File: config.mk
export PLATFORM = sky130hd
export DESIGN_NAME = pipe_stage_reg
export DESIGN_NICKNAME = d
export VERILOG_FILES = /design/src/rtl/pipe_stage_reg.sv
export SDC_FILE = /design/constraint.sdc
export NUM_CORES = 1
export LEC_CHECK = 0
export ABC_AREA = 0
export CAP_MARGIN = 20
export CORE_MARGIN = 3
export CORE_UTILIZATION = 35
export DETAILED_ROUTE_END_ITERATION = 16
export GPL_ROUTABILITY_DRIVEN = 0
export HOLD_SLACK_MARGIN = 0.15
export PLACE_DENSITY = 0.61
export SLEW_MARGIN = 20
export SYNTH_ARGS = -nofsm -noshare
export SYNTH_HDL_FRONTEND = slang
export SYNTH_SLANG_ARGS = --single-unit
File: constraint.sdc
create_clock -name clock -period 5.7 [get_ports clock]
set_clock_uncertainty 0.05 [all_clocks]
set_input_delay 1.14 -clock clock [delete_from_list [all_inputs] [get_ports clock]]
set_output_delay 1.14 -clock clock [all_outputs]
set_load 0.02 [all_outputs]
File: src/rtl/pipe_stage_reg.sv
// Generic pipeline stage register with valid/ready handshake, flush,
// optional two-entry skid buffer and stall/flush statistics.
module pipe_stage_reg #(
    parameter int DATA_W = 64,
    parameter int CTRL_W = 8,
    parameter int SKID   = 1,
    parameter int CNT_W  = 16
) (
    input  logic              clock,
    input  logic              reset,
    input  logic              in_valid,
    output logic              in_ready,
    input  logic [CTRL_W-1:0] in_ctrl,
    input  logic [DATA_W-1:0] in_data,
    output logic              out_valid,
    input  logic              out_ready,
    output logic [CTRL_W-1:0] out_ctrl,
    output logic [DATA_W-1:0] out_data,
    input  logic              flush,
    output logic [1:0]        occupancy,
    output logic [CNT_W-1:0]  stall_cnt,
    output logic [CNT_W-1:0]  flush_cnt
);

    logic              m_valid;
    logic [CTRL_W-1:0] m_ctrl;
    logic [DATA_W-1:0] m_data;
    logic              s_valid;
    logic              accept;
    logic              issue;
    logic [1:0]        drop;
    logic [CNT_W:0]    fsum;

    assign accept    = in_valid & in_ready;
    assign issue     = m_valid & out_ready;
    assign out_valid = m_valid;
    assign out_ctrl  = m_ctrl;
    assign out_data  = m_data;
    assign occupancy = {1'b0, m_valid} + {1'b0, s_valid};

    generate
        if (SKID != 0) begin : g_skid
            logic              s_vld;
            logic [CTRL_W-1:0] s_ctrl;
            logic [DATA_W-1:0] s_data;

            // Ready comes from the skid flag only, never from out_ready.
            assign in_ready = ~s_vld & ~reset;
            assign s_valid  = s_vld;

            always_ff @(posedge clock) begin
                if (reset) begin
                    m_valid <= 1'b0;
                    m_ctrl  <= '0;
                    m_data  <= '0;
                    s_vld   <= 1'b0;
                    s_ctrl  <= '0;
                    s_data  <= '0;
                end else if (flush) begin
                    m_valid <= 1'b0;
                    m_ctrl  <= '0;
                    s_vld   <= 1'b0;
                    s_ctrl  <= '0;
                end else if (issue) begin
                    if (s_vld) begin
                        m_valid <= 1'b1;
                        m_ctrl  <= s_ctrl;
                        m_data  <= s_data;
                        s_vld   <= 1'b0;
                        s_ctrl  <= '0;
                    end else if (accept) begin
                        m_valid <= 1'b1;
                        m_ctrl  <= in_ctrl;
                        m_data  <= in_data;
                    end else begin
                        m_valid <= 1'b0;
                        m_ctrl  <= '0;
                    end
                end else if (accept) begin
                    if (!m_valid) begin
                        m_valid <= 1'b1;
                        m_ctrl  <= in_ctrl;
                        m_data  <= in_data;
                    end else begin
                        s_vld  <= 1'b1;
                        s_ctrl <= in_ctrl;
                        s_data <= in_data;
                    end
                end
            end
        end else begin : g_single
            assign in_ready = (~m_valid | out_ready) & ~reset;
            assign s_valid  = 1'b0;

            always_ff @(posedge clock) begin
                if (reset) begin
                    m_valid <= 1'b0;
                    m_ctrl  <= '0;
                    m_data  <= '0;
                end else if (flush) begin
                    m_valid <= 1'b0;
                    m_ctrl  <= '0;
                end else if (accept) begin
                    m_valid <= 1'b1;
                    m_ctrl  <= in_ctrl;
                    m_data  <= in_data;
                end else if (issue) begin
                    m_valid <= 1'b0;
                    m_ctrl  <= '0;
                end
            end
        end
    endgenerate

    // A beat issued in the flush cycle was delivered, so it is not a drop.
    assign drop = 2'(m_valid & ~out_ready) + 2'(s_valid) + 2'(accept);
    assign fsum = {1'b0, flush_cnt} + (CNT_W+1)'(drop);

    always_ff @(posedge clock) begin
        if (reset) begin
            stall_cnt <= '0;
            flush_cnt <= '0;
        end else begin
            if (m_valid && !out_ready && !flush && !(&stall_cnt))
                stall_cnt <= stall_cnt + 1'b1;
            if (flush)
                flush_cnt <= fsum[CNT_W] ? '1 : fsum[CNT_W-1:0];
        end
    end

endmodule

After elaboration in Yosys (flattened, before gate mapping)
Cells that the tools add are included.
{ "op_classes": {"add_sub_neg": 5, "eq_ne": 2, "mux": 19, "n_bitwise": 9, "n_reduce_logical": 17} }
{ "op_table": {"columns": ["op", "count"], "rows": [
  ["$mux 64", 5],
  ["$mux 8", 9],
  ["$add 16x2->17", 1],
  ["$add 16x1->16 const B", 1],
  ["$mux 16", 1],
  ["$reduce_and 16->1", 1],
  ["$reduce_and 4->1", 2],
  ["$reduce_bool 2->1", 3],
  ["$add 2x1->2", 2],
  ["$mux 1", 4],
  ["$ne 2x1->1 const B", 2],
  ["$not 1->1", 4],
  ["$reduce_and 2->1", 2],
  ["$and 1x1->1", 3],
  ["$logic_and 1x1->1", 3],
  ["$logic_not 1->1", 3],
  ["$reduce_and 3->1", 1],
  ["$reduce_or 3->1", 1],
  ["$add 1x1->2", 1],
  ["$and 1x2->2", 1],
  ["$not 1->2", 1],
  ["$reduce_or 2->1", 1]
]} }
{ "totals": {"reg_bits": 178, "inputBits": 77, "out_inout_bits": 108} }

Depth between registers and ports, before layout
Gate-level depths: netlist of the first run.
{ "depth": {"ltp_word": 6, "depth_mapped": 12} }

Least setup slack after synthesis of the first run
Ideal clock, no wire load.
{ "synth_timing": {"path_kind": "input port to flip-flop", "start": "input reset", "end": "register flush_cnt[10]", "setup_time_ns": 0.133, "arrival_time_ns": 3.967, "path_slack_ns": 1.550, "cell_stages": 12, "path_cell_list": "or3b_1 buf_2 inv_1 clkbuf_1 fa_1 ha_1 fa_1 and3_1 and2_1 nand4_1 clkbuf_1 a21oi_1"} }
{ "synth_between": {"elab_chain_cells": 6} }
{ "synth_lines": {"columns": ["element", "line_no", "text"], "rows": [
  ["from (decl)", "10", "input logic reset,"],
  ["$not 1->1", "48", "assign in_ready = ~s_vld & ~reset;"],
  ["$and 1x1->1", "48", null],
  ["$and 1x1->1", "34", "assign accept = in_valid & in_ready;"],
  ["$add 2x1->2", "116", "assign drop = 2'(m_valid & ~out_ready) + 2'(s_valid) + 2'(accept);"],
  ["$add 16x2->17", "117", "assign fsum = {1'b0, flush_cnt} + (CNT_W+1)'(drop);"],
  ["$mux 16", "127", "flush_cnt <= fsum[CNT_W] ? '1 : fsum[CNT_W-1:0];"],
  ["to (signal assigned)", "127", null],
  ["to (decl)", "22", "output logic [CNT_W-1:0] flush_cnt"]
]} }
Parallel ways exist; a longest one is shown, timed or not.
A chain may end at the register's enable or synchronous reset.

Worst setup path after layout of the first run
{ "layout_timing": {"start": "input out_ready", "end": "register flush_cnt[6]"} }
{ "layout_between": {"elab_chain_cells": 6} }
{ "layout_lines": {"columns": ["element", "line_no", "text"], "rows": [
  ["from (decl)", "16", "input logic out_ready,"],
  ["$not 1->2", "116", null],
  ["$and 1x2->2", "116", null],
  ["$add 2x1->2 (2 in series)", "116", null],
  ["$add 16x2->17", "117", null],
  ["$mux 16", "127", null]
]} }
No other way between the ends.

==> reports/metrics.yaml, run 1 <==
final_common_cell: "nand2_1"
power.switching_uw: 663
dieArea_um2: 22900
drive_gt1_share_pct: 5.98
cts-hold-fix-buffers: 0
num-fill-cells: 2046
synth_top_area_cell: "dfxtp_1"
fin_crit_sh_pct: 78.8
crit_arrival_ps: 4720
hp-class: "flip-flop to flip-flop"
cts_num_sinks: 178
status: "finished clean"
seqPwrFrac_pct: 45.9
comb_power_share_pct: 9.2
power.density_nw_per_um2: 281
synthCells: 916
cts_root_buf: "clkbuf_16"
cts_tree: "done"
cts_resized: 0
design_area_um2: 9980
drt_wl_total_um: 20100
nets: 1141
crit_chain: "clkdlybuf4s50_1, nor2b_1, fa_1, ha_1, fa_1, and3_1, and2_1, nand4_1, a21oi_1"
ys_ff_latch: 178
syn_area_per_cell_um2: 8.07
grt_usage_pct: 17.1
wire_per_inst_um: 15.0
n_antenna_cell: 0
coreArea_um2: 20500
yosysWarningCount: 0
antenna_found_initial: 1
placementRows: 52
path_clk_slew_ps: 60
io_buffers: 184
syn_to_final_growth_pct: 35.0
path_common_cell: "fa_1"
hold_slack_ps: 403
critical_path_required_ps: 5930
power.internal_mw: 2.14
drc: 0
globalRouteOverflowTotal: 0
rsz0062_at_grt: "no"
syn_area_um2: 7390
critical_path.endpoint_type: "flip-flop"
clk_path_buf_depth: 2
placed_cell_area_um2: 9350
via_count: 6712
setup_violations: 0
drt_iter0_drc: 299
hold_violations: 0
multi_input_area_um2: 3510
first_pass_iters: 5
ant_nets: 0
p_leak_nw: 3.33
synth_fp_nets: 999
ys.flop_type: "dfxtp_1"
drv_slew: 0
synth_enable_flop_cells: 0
ys_seq_area_share_pct: 48.2
relSlewSlack_pct: 32.0
peakVddDrop_mv: 0.204
place_ws_ps: 812
layout_setup_ws_ps: 1210
crit_path_top_delay_cell: "nor2b_1"
slowest_delay_ps: 780
synth_top_cell_area_share_pct: 48.2
crit_fanout: 13
grt_max_degree: 88
ys_types: 51
post_cts_buffers: 0
clock_latency_ps: 420
final_cell_mix: "nand2_1, clkdlybuf4s50_1, dfxtp_1"
drv_cap: 0
fin_crit_ps: 4490
async_flop_share_pct: 0
seqCellArea_um2: 3560
cts_buffers: 17
p_clk_share_pct: 44.9
start_util_pct: 36.1
max_freq_ghz: 0.223
worst_pin_slew_ps: 1020
hpwlAfterDp_um: 12700
cts-htree-levels: 4
via_per_inst: 5.01
p_sw_share_pct: 23.7
io_pins: 185
power_mw: 2.80
start_kind: "input port"
synth.area.top_cells: "dfxtp_1, nand2_1, a21oi_1"
critical_path_class: "input port to flip-flop"
die_w_um: 151
tns_ps: 0
die_height_um: 151
grt_pass1_vias: 6233
grt_pass1_wl_um: 31700
==> power by group through the flow <==
stage / Clock (mW) / Combinational (mW) / Sequential (mW)
after floorplan: 0 / 0.0926 / 1.35
after global placement: 0 / 0.260 / 1.32
after detailed placement: 0 / 0.259 / 1.32
after CTS: 1.29 / 0.261 / 1.29
after global routing: 1.34 / 0.281 / 1.29
final: 1.26 / 0.258 / 1.29
==> worst paths after layout <==
check	start	end	slack, ps	depth (start not counted)
worst min register to register	g_skid.s_data[16]	g_skid.s_data[16]	400	2
worst min-delay path	g_skid.s_data[16]	g_skid.s_data[16]	400	2
worst max register to register	out_valid	flush_cnt[6]	1910	8
worst max-delay path	out_ready	flush_cnt[6]	1210	9
==> state kept, by name, summed over array words and instances, names as in the netlist <==
register       flops
out_ctrl           8
out_data          64
stall_cnt         16
out_valid          1
g_skid.s_data     64
g_skid.s_ctrl      8
g_skid.s_vld       1
flush_cnt         16
==> per-layer routing <==
layer  global-route usage [%]  vias up  part of all wire [%]
met5                        0        -                  0.10
met4                     5.44        2                  0.60
met3                     4.04       11                   5.3
met2                     26.6      158                    45
met1                     23.5     3082                    49
li1                         -     3459                     -
==> through the flow <==
step,instances,utilization [%]
floorplan,916,-
global placement,1309,45.6
detailed placement,1309,45.6
CTS,1341,48.7
global route,1341,48.7
finish,1341,48.7
==> cells by family after synthesis <==
kind of cell               share of synthesized area (%)
AOI/OAI and AO/OA                                   18.3
xor gates and xnor gates                            1.18
adders and majority gates                           1.22
buffers and inverters                               4.71
DFF                                                 48.2
muxes                                              0.575
and+or+nand+nor                                     25.8
==> synthesized netlist by cell type (all sizes together), types with 2 or more instances <==
master / n
nand4: 19
and2: 4
xor2: 4
o21ai: 8
or3: 7
buf: 25
a221oi: 8
or2: 3
and3: 6
a21oi: 98
or3b: 3
mux2: 2
nand2: 281
nand3: 9
o31ai: 4
clkbuf: 45
a211oi: 2
dfxtp: 178
inv: 5
mux2i: 2
xnor2: 6
a311oi: 65
nor2: 86
and4: 2
nor3: 13
or4: 3
nor2b: 4
fa: 2
nor3b: 2
ha: 4
nor4: 6
==> area by class of cell <==
type                    count  share of cell area, %
well taps                 270                   3.38
inverters                   5                  0.188
repair buffers            193                   19.3
clock inverters            14                   1.99
multi-input cells         663                   35.2
flip-flops and latches    178                   35.7
clock buffers              18                   4.30
==> critical path, delay by kind of cell <==
| kind | cells | cell delay, ps |
|---|---|---|
| AO/OA/AOI/OAI | 1 | 130 |
| adder cells (fa/ha/maj) | 3 | 1210 |
| buffers and inverters | 1 | 550 |
| AND/OR/NAND/NOR | 4 | 1690 |
(Power assumes the default switching activity.)
==> run 2, diff against run 1 <==
==> constraint.sdc (replaced) <==
create_clock -name clock -period 4.3 [get_ports clock]
set_clock_uncertainty 0.05 [all_clocks]
set_input_delay 0.86 -clock clock [delete_from_list [all_inputs] [get_ports clock]]
set_output_delay 0.86 -clock clock [all_outputs]
set_load 0.02 [all_outputs]
==> run 2 against run 1 <==
- worst setup slack got worse by 480 ps
- critical path depth up 1
- core utilization is 0.20 points higher
- clock power is 24% higher
- worst hold slack barely moved
- sequential power is 33% higher
- global-route usage up 0.18 points
- via count up 0.69%
- largest cell class unchanged
==> reports/metrics.yaml, run 2 (synthesis gave the netlist of run 1 again) <==
status: "finished clean"  # unchanged
crit_arrival_ps: 3790  # was 4720 ps
peakVddDrop_mv: 0.232  # was 0.204 mV
io_pins: 185  # unchanged
final_common_cell: "nand2_1"  # unchanged
clock_latency_ps: 420  # about the same
hold_violations: 0  # unchanged
critical_path_class: "input port to flip-flop"  # unchanged
path_common_cell: "fa_1"  # unchanged
comb_power_share_pct: 9.5  # was 9.2%
crit_chain: "clkdlybuf4s50_1, or3b_1, inv_1, fa_1, ha_1, fa_1, and3_1, and2_1, nand4_1, a21oi_1"  # was clkdlybuf4s50_1, nor2b_1, fa_1, ha_1, fa_1, and3_1, and2_1, nand4_1, a21oi_1
grt_usage_pct: 17.3  # was 17.1%
hp-class: "flip-flop to flip-flop"  # unchanged
cts_num_sinks: 178  # unchanged
worst-path-buf-inv: 2  # was 1
cts_tree: "done"  # unchanged
critical_path_required_ps: 4510  # was 5930 ps
ant_nets: 0  # unchanged
dieArea_um2: 22900  # unchanged
drv_slew: 0  # unchanged
crit_path_top_delay_cell: "clkdlybuf4s50_1"  # was nor2b_1
r2r_start: "g_skid.s_vld"  # was out_valid
p_sw_share_pct: 24.1  # was 23.7%
design_area_um2: 10000  # was 9980 µm²
antenna_found_initial: 0  # was 1
cts_buffers: 17  # unchanged
max_freq_ghz: 0.280
power_mw: 3.61  # was 2.80 mW
tns_ps: 0  # unchanged
relSlewSlack_pct: 30.5  # was 32.0%
io_buffers: 184  # unchanged
hpwlAfterDp_um: 12600  # was 12700 µm
hold_slack_ps: 404  # was 403 ps
grt_pass1_wl_um: 32200  # was 31700 µm
seqPwrFrac_pct: 47.3  # was 45.9%
power.switching_uw: 872  # was 663 µW
placementRows: 52  # unchanged
wire_per_inst_um: 14.8  # was 15.0 µm
cp-startpoint: "in_valid"  # was out_ready
p_leak_nw: 3.35  # was 3.33 nW
path_clk_slew_ps: 70  # was 60 ps
final_cell_mix: "nand2_1, clkdlybuf4s50_1, dfxtp_1"  # unchanged
drive_gt1_share_pct: 6.41  # was 5.98%
globalRouteOverflowTotal: 0  # unchanged
drv_cap: 0  # unchanged
crit_fanout: 12  # was 13
setup_violations: 0  # unchanged
die_height_um: 151  # unchanged
rsz0062_at_grt: "no"  # unchanged
num-fill-cells: 2039  # was 2046
cpLargestDelayFamily: "simple AND/OR/NAND/NOR gates"  # unchanged
fin_crit_sh_pct: 83.1
die_w_um: 151  # unchanged
slowest_delay_ps: 450  # was 780 ps
clk_path_buf_depth: 2  # unchanged
cts_resized: 0  # unchanged
via_count: 6758  # was 6712
min_from: "g_skid.s_ctrl[1]"  # was g_skid.s_data[16]
reg2reg_depth: 9  # was 8
cp.depth: 10  # was 9
critical_path.endpoint_type: "flip-flop"  # unchanged
start_kind: "input port"  # unchanged
cts_root_buf: "clkbuf_16"  # unchanged
cts-hold-fix-buffers: 0  # unchanged
power.density_nw_per_um2: 360  # was 281 nW/µm²
drc: 0  # unchanged
worst_pin_slew_ps: 1040  # was 1020 ps
placed_cell_area_um2: 9420  # was 9350 µm²
hold_path_depth: 2  # unchanged
drt_wl_total_um: 20000  # was 20100 µm
coreArea_um2: 20500  # unchanged
syn_to_final_growth_pct: 35.6  # was 35.0%
drt_iter0_drc: 294  # was 299
placedCellCount: 1314  # was 1309
fin_crit_ps: 3570
cts-htree-levels: 4  # unchanged
power.internal_mw: 2.74  # was 2.14 mW
grt_max_degree: 93  # was 88
first_pass_iters: 4  # was 5
stdcell_count: 1347  # was 1341
post_cts_buffers: 0  # unchanged
via_per_inst: 5.02  # was 5.01
grt_pass1_vias: 6350  # was 6233
p_clk_share_pct: 43.1  # was 44.9%
start_util_pct: 36.1  # unchanged
nets: 1146  # was 1141
==> run 2: changes by cell type in the layout (fill, tap and decap cells not counted), sizes merged <==
cell    previous run  this run
buf               10        15
bufinv             4         2
clkbuf            18        19
clkinv             4         5
diode              0         1
==> run 2: path summary, 6_finish.rpt <==
kind                                    endpoint  slack [ps]
worst max register to register      flush_cnt[7]        1150
worst min-delay path            g_skid.s_ctrl[1]         400
worst max-delay path                flush_cnt[7]         730
worst min register to register  g_skid.s_ctrl[1]         400
==> run 2: worst register-to-register path, delay by kind of cell, from the launching register on <==
family	cells	cell delay, ps
fa+ha+maj	3	1040
buf+inv	1	100
simple gates	4	1290
flops	1	400
compound gates	1	120
==> run 2: layout make-up <==
cell class / instances / area (µm²) / area share (%)
diodes: 1 / 2.50 / 0.0250
clock buffers: 19 / 443 / 4.42
clock inverters: 13 / 148 / 1.47
inverters: 5 / 18.8 / 0.187
multi-input cells: 663 / 3510 / 35.0
flip-flops and latches: 178 / 3560 / 35.6
well taps: 270 / 338 / 3.37
repair buffers: 198 / 2000 / 19.9
==> run 2: per-layer routing <==
metal | share of wire, % | global-route usage, %
met4 | 0.91 | 4.76
met5 | 0 | 0
met3 | 5.5 | 4.25
met2 | 45 | 27.4
met1 | 48 | 23.5
==> run 2: power by group through the flow <==
stage / Clock [mW] / Sequential (mW) / Combinational (mW)
after global routing: 1.69 / 1.71 / 0.373
after CTS: 1.61 / 1.71 / 0.348
final: 1.56 / 1.71 / 0.344
after global placement: 0 / 1.75 / 0.348
after floorplan: 0 / 1.79 / 0.123
after detailed placement: 0 / 1.75 / 0.347
==> run 2: through the flow <==
step	setup slack (ps)	util (%)
2_1_floorplan	430	-
3_3_place_gp	303	46.0
3_5_place_dp	285	46.0
4_1_cts	746	48.8
5_1_grt	524	48.9
6_report	727	48.9
==> run 3, diff against run 2 <==
--- a/config.mk
+++ b/config.mk
@@ -12,7 +12,7 @@
 export DETAILED_ROUTE_END_ITERATION = 16
 export GPL_ROUTABILITY_DRIVEN = 0
 export HOLD_SLACK_MARGIN = 0.15
-export PLACE_DENSITY = 0.61
+export PLACE_DENSITY = 0.63
 export SLEW_MARGIN = 20
 export SYNTH_ARGS = -nofsm -noshare
 export SYNTH_HDL_FRONTEND = slang
==> constraint.sdc (replaced) <==
create_clock -name clock -period 3 [get_ports clock]
set_clock_uncertainty 0.05 [all_clocks]
set_input_delay 0.6 -clock clock [delete_from_list [all_inputs] [get_ports clock]]
set_output_delay 0.6 -clock clock [all_outputs]
set_load 0.02 [all_outputs]
==> run 3 against run 2 <==
- critical endpoint is now flush_cnt[6]
- die area did not move
- critical path depth did not move
- core utilization rose by 1.3 points
- non-clock buffer count rose by 19
- combinational power rose by 48%
- critical path type unchanged
==> reports/metrics.yaml, run 3 (synthesis gave the netlist of run 1 again) <==
die_w_um: 151  # unchanged
utilization_pct: 50.2  # was 48.9%
cts_tree: "done"  # unchanged
nets: 1165  # was 1146
worst-r2r-setup-slack_ps: 220  # was 1150 ps
fin_crit_sh_pct: 94.0
coreArea_um2: 20500  # unchanged
drv_cap: 0  # unchanged
cts_num_sinks: 178  # unchanged
drt_iter0_drc: 316  # was 294
rsz0062_at_grt: "no"  # unchanged
design_area_um2: 10300  # was 10000 µm²
tns_ps: 0  # unchanged
hold_slack_ps: 403  # was 404 ps
cp-startpoint: "out_ready"  # was in_valid
io_buffers: 184  # unchanged
first_pass_iters: 5  # was 4
drive_gt1_share_pct: 8.68  # was 6.41%
placed_cell_area_um2: 9640  # was 9420 µm²
cts_root_buf: "clkbuf_16"  # unchanged
ant_nets: 0  # unchanged
placementRows: 52  # unchanged
die_height_um: 151  # unchanged
start_util_pct: 36.1  # unchanged
critical_path_class: "input port to flip-flop"  # unchanged
cts_buffers: 17  # unchanged
fin_crit_ps: 2820
drv_slew: 0  # unchanged
hp-class: "flip-flop to flip-flop"  # unchanged
crit_fanout: 6  # was 12
status: "finished clean"  # unchanged
final_cell_mix: "nand2_1, clkdlybuf4s50_1, dfxtp_1"  # unchanged
via_per_inst: 5.06  # was 5.02
hold_violations: 0  # unchanged
slowest_delay_ps: 460  # was 450 ps
grt_pass1_vias: 6405  # was 6350
drc: 0  # unchanged
n_antenna_cell: 0  # was 1
dieArea_um2: 22900  # unchanged
wire_per_inst_um: 15.0  # was 14.8 µm
start_kind: "input port"  # unchanged
clk_path_buf_depth: 2  # unchanged
peakVddDrop_mv: 0.348  # was 0.232 mV
path_clk_slew_ps: 80  # was 70 ps
antenna_found_initial: 1  # was 0
drt_wl_total_um: 20400  # was 20000 µm
setup_violations: 0  # unchanged
clock_latency_ps: 430  # was 420 ps
io_pins: 185  # unchanged
globalRouteOverflowTotal: 0  # unchanged
via_count: 6903  # was 6758
layout_setup_ws_ps: 180  # was 727 ps
hpwlAfterDp_um: 13000  # was 12600 µm
max_freq_ghz: 0.355
critical_path.endpoint_type: "flip-flop"  # unchanged
grt_usage_pct: 17.8  # was 17.3%
place_ws_ps: -426  # was 285 ps
relSlewSlack_pct: 35.9  # was 30.5%
syn_to_final_growth_pct: 39.1  # was 35.6%
cts-htree-levels: 4  # unchanged
critical_path_required_ps: 3230  # was 4510 ps
grt_pass1_wl_um: 32900  # was 32200 µm
worst_pin_slew_ps: 962  # was 1040 ps
seqCellArea_um2: 3560  # unchanged
crit_path_top_delay_cell: "fa_1"  # was clkdlybuf4s50_1
p_leak_nw: 3.48  # was 3.35 nW
r2r_start: "g_skid.s_vld"  # unchanged
min_from: "g_skid.s_ctrl[3]"  # was g_skid.s_ctrl[1]
crit_chain: "clkdlybuf4s50_1, nor2b_1, fa_1, ha_2, fa_2, and3_4, and2_4, nand4_1, clkbuf_16, a21oi_1"  # was clkdlybuf4s50_1, or3b_1, inv_1, fa_1, ha_1, fa_1, and3_1, and2_1, nand4_1, a21oi_1
num-fill-cells: 2043  # was 2039
crit_arrival_ps: 3050  # was 3790 ps
power.density_nw_per_um2: 505  # was 360 nW/µm²
multi_input_area_um2: 3520  # was 3510 µm²
grt_max_degree: 87  # was 93
final_common_cell: "nand2_1"  # unchanged
==> run 3: cell count changes in the layout (fill, tap and decap cells not counted), moves of 2 or more <==
cell | before | now
inv_8 | 0 | 3
clkinv_8 | 0 | 2
buf_4 | 10 | 21
buf_12 | 4 | 11
==> run 3: final timing paths <==
path,endpoint,cells after the start
worst min-delay path,g_skid.s_ctrl[3],2
worst min register to register,g_skid.s_ctrl[3],2
worst max register to register,flush_cnt[6],10
worst max-delay path,flush_cnt[6],10
==> run 3: per-layer routing <==
| metal | GRT usage, % | share of wire [%] | up-vias |
|---|---|---|---|
| met5 | 0 | 0.098 | - |
| li1 | - | - | 3516 |
| met1 | 24.5 | 47 | 3208 |
| met4 | 4.81 | 1.1 | 2 |
| met3 | 4.16 | 4.8 | 17 |
| met2 | 28.1 | 47 | 160 |
==> run 3: per-stage QoR <==
step / power, mW / cells
floorplan: 2.74 / 916
global placement: 3.01 / 1330
detailed placement: 3.01 / 1330
CTS: 5.27 / 1362
global route: 5.41 / 1365
finish: 5.19 / 1365
==> run 3: timing repair <==
item	CTS	global route
hold buffers	0	0
buffers inserted	0	2
endpoints found under the setup margin	0	13
gates resized for setup	0	2
hold endpoints to repair	0	0
==> run 3: area by class of cell <==
class,count,area share [%]
inverters,5,0.207
multi-input cells,663,34.2
flip-flops and latches,178,34.7
clock buffers,17,4.14
clock inverters,15,1.65
well taps,270,3.29
repair buffers,217,21.9
==> run 3: power by group <==
group | leakage (nW) | internal, mW | switching (mW)
Combinational | 1.74 | 0.254 | 0.255
Sequential | 1.44 | 2.42 | 0.0294
Clock | 0.290 | 1.19 | 1.05
==> run 3: worst max-delay path: cells and delay by family <==
| kind | cells | cell delay [ps] |
|---|---|---|
| adders and majority gates | 3 | 1020 |
| and+or+nand+nor | 4 | 750 |
| buffers and inverters | 2 | 610 |
| AOI/OAI and AO/OA | 1 | 60 |
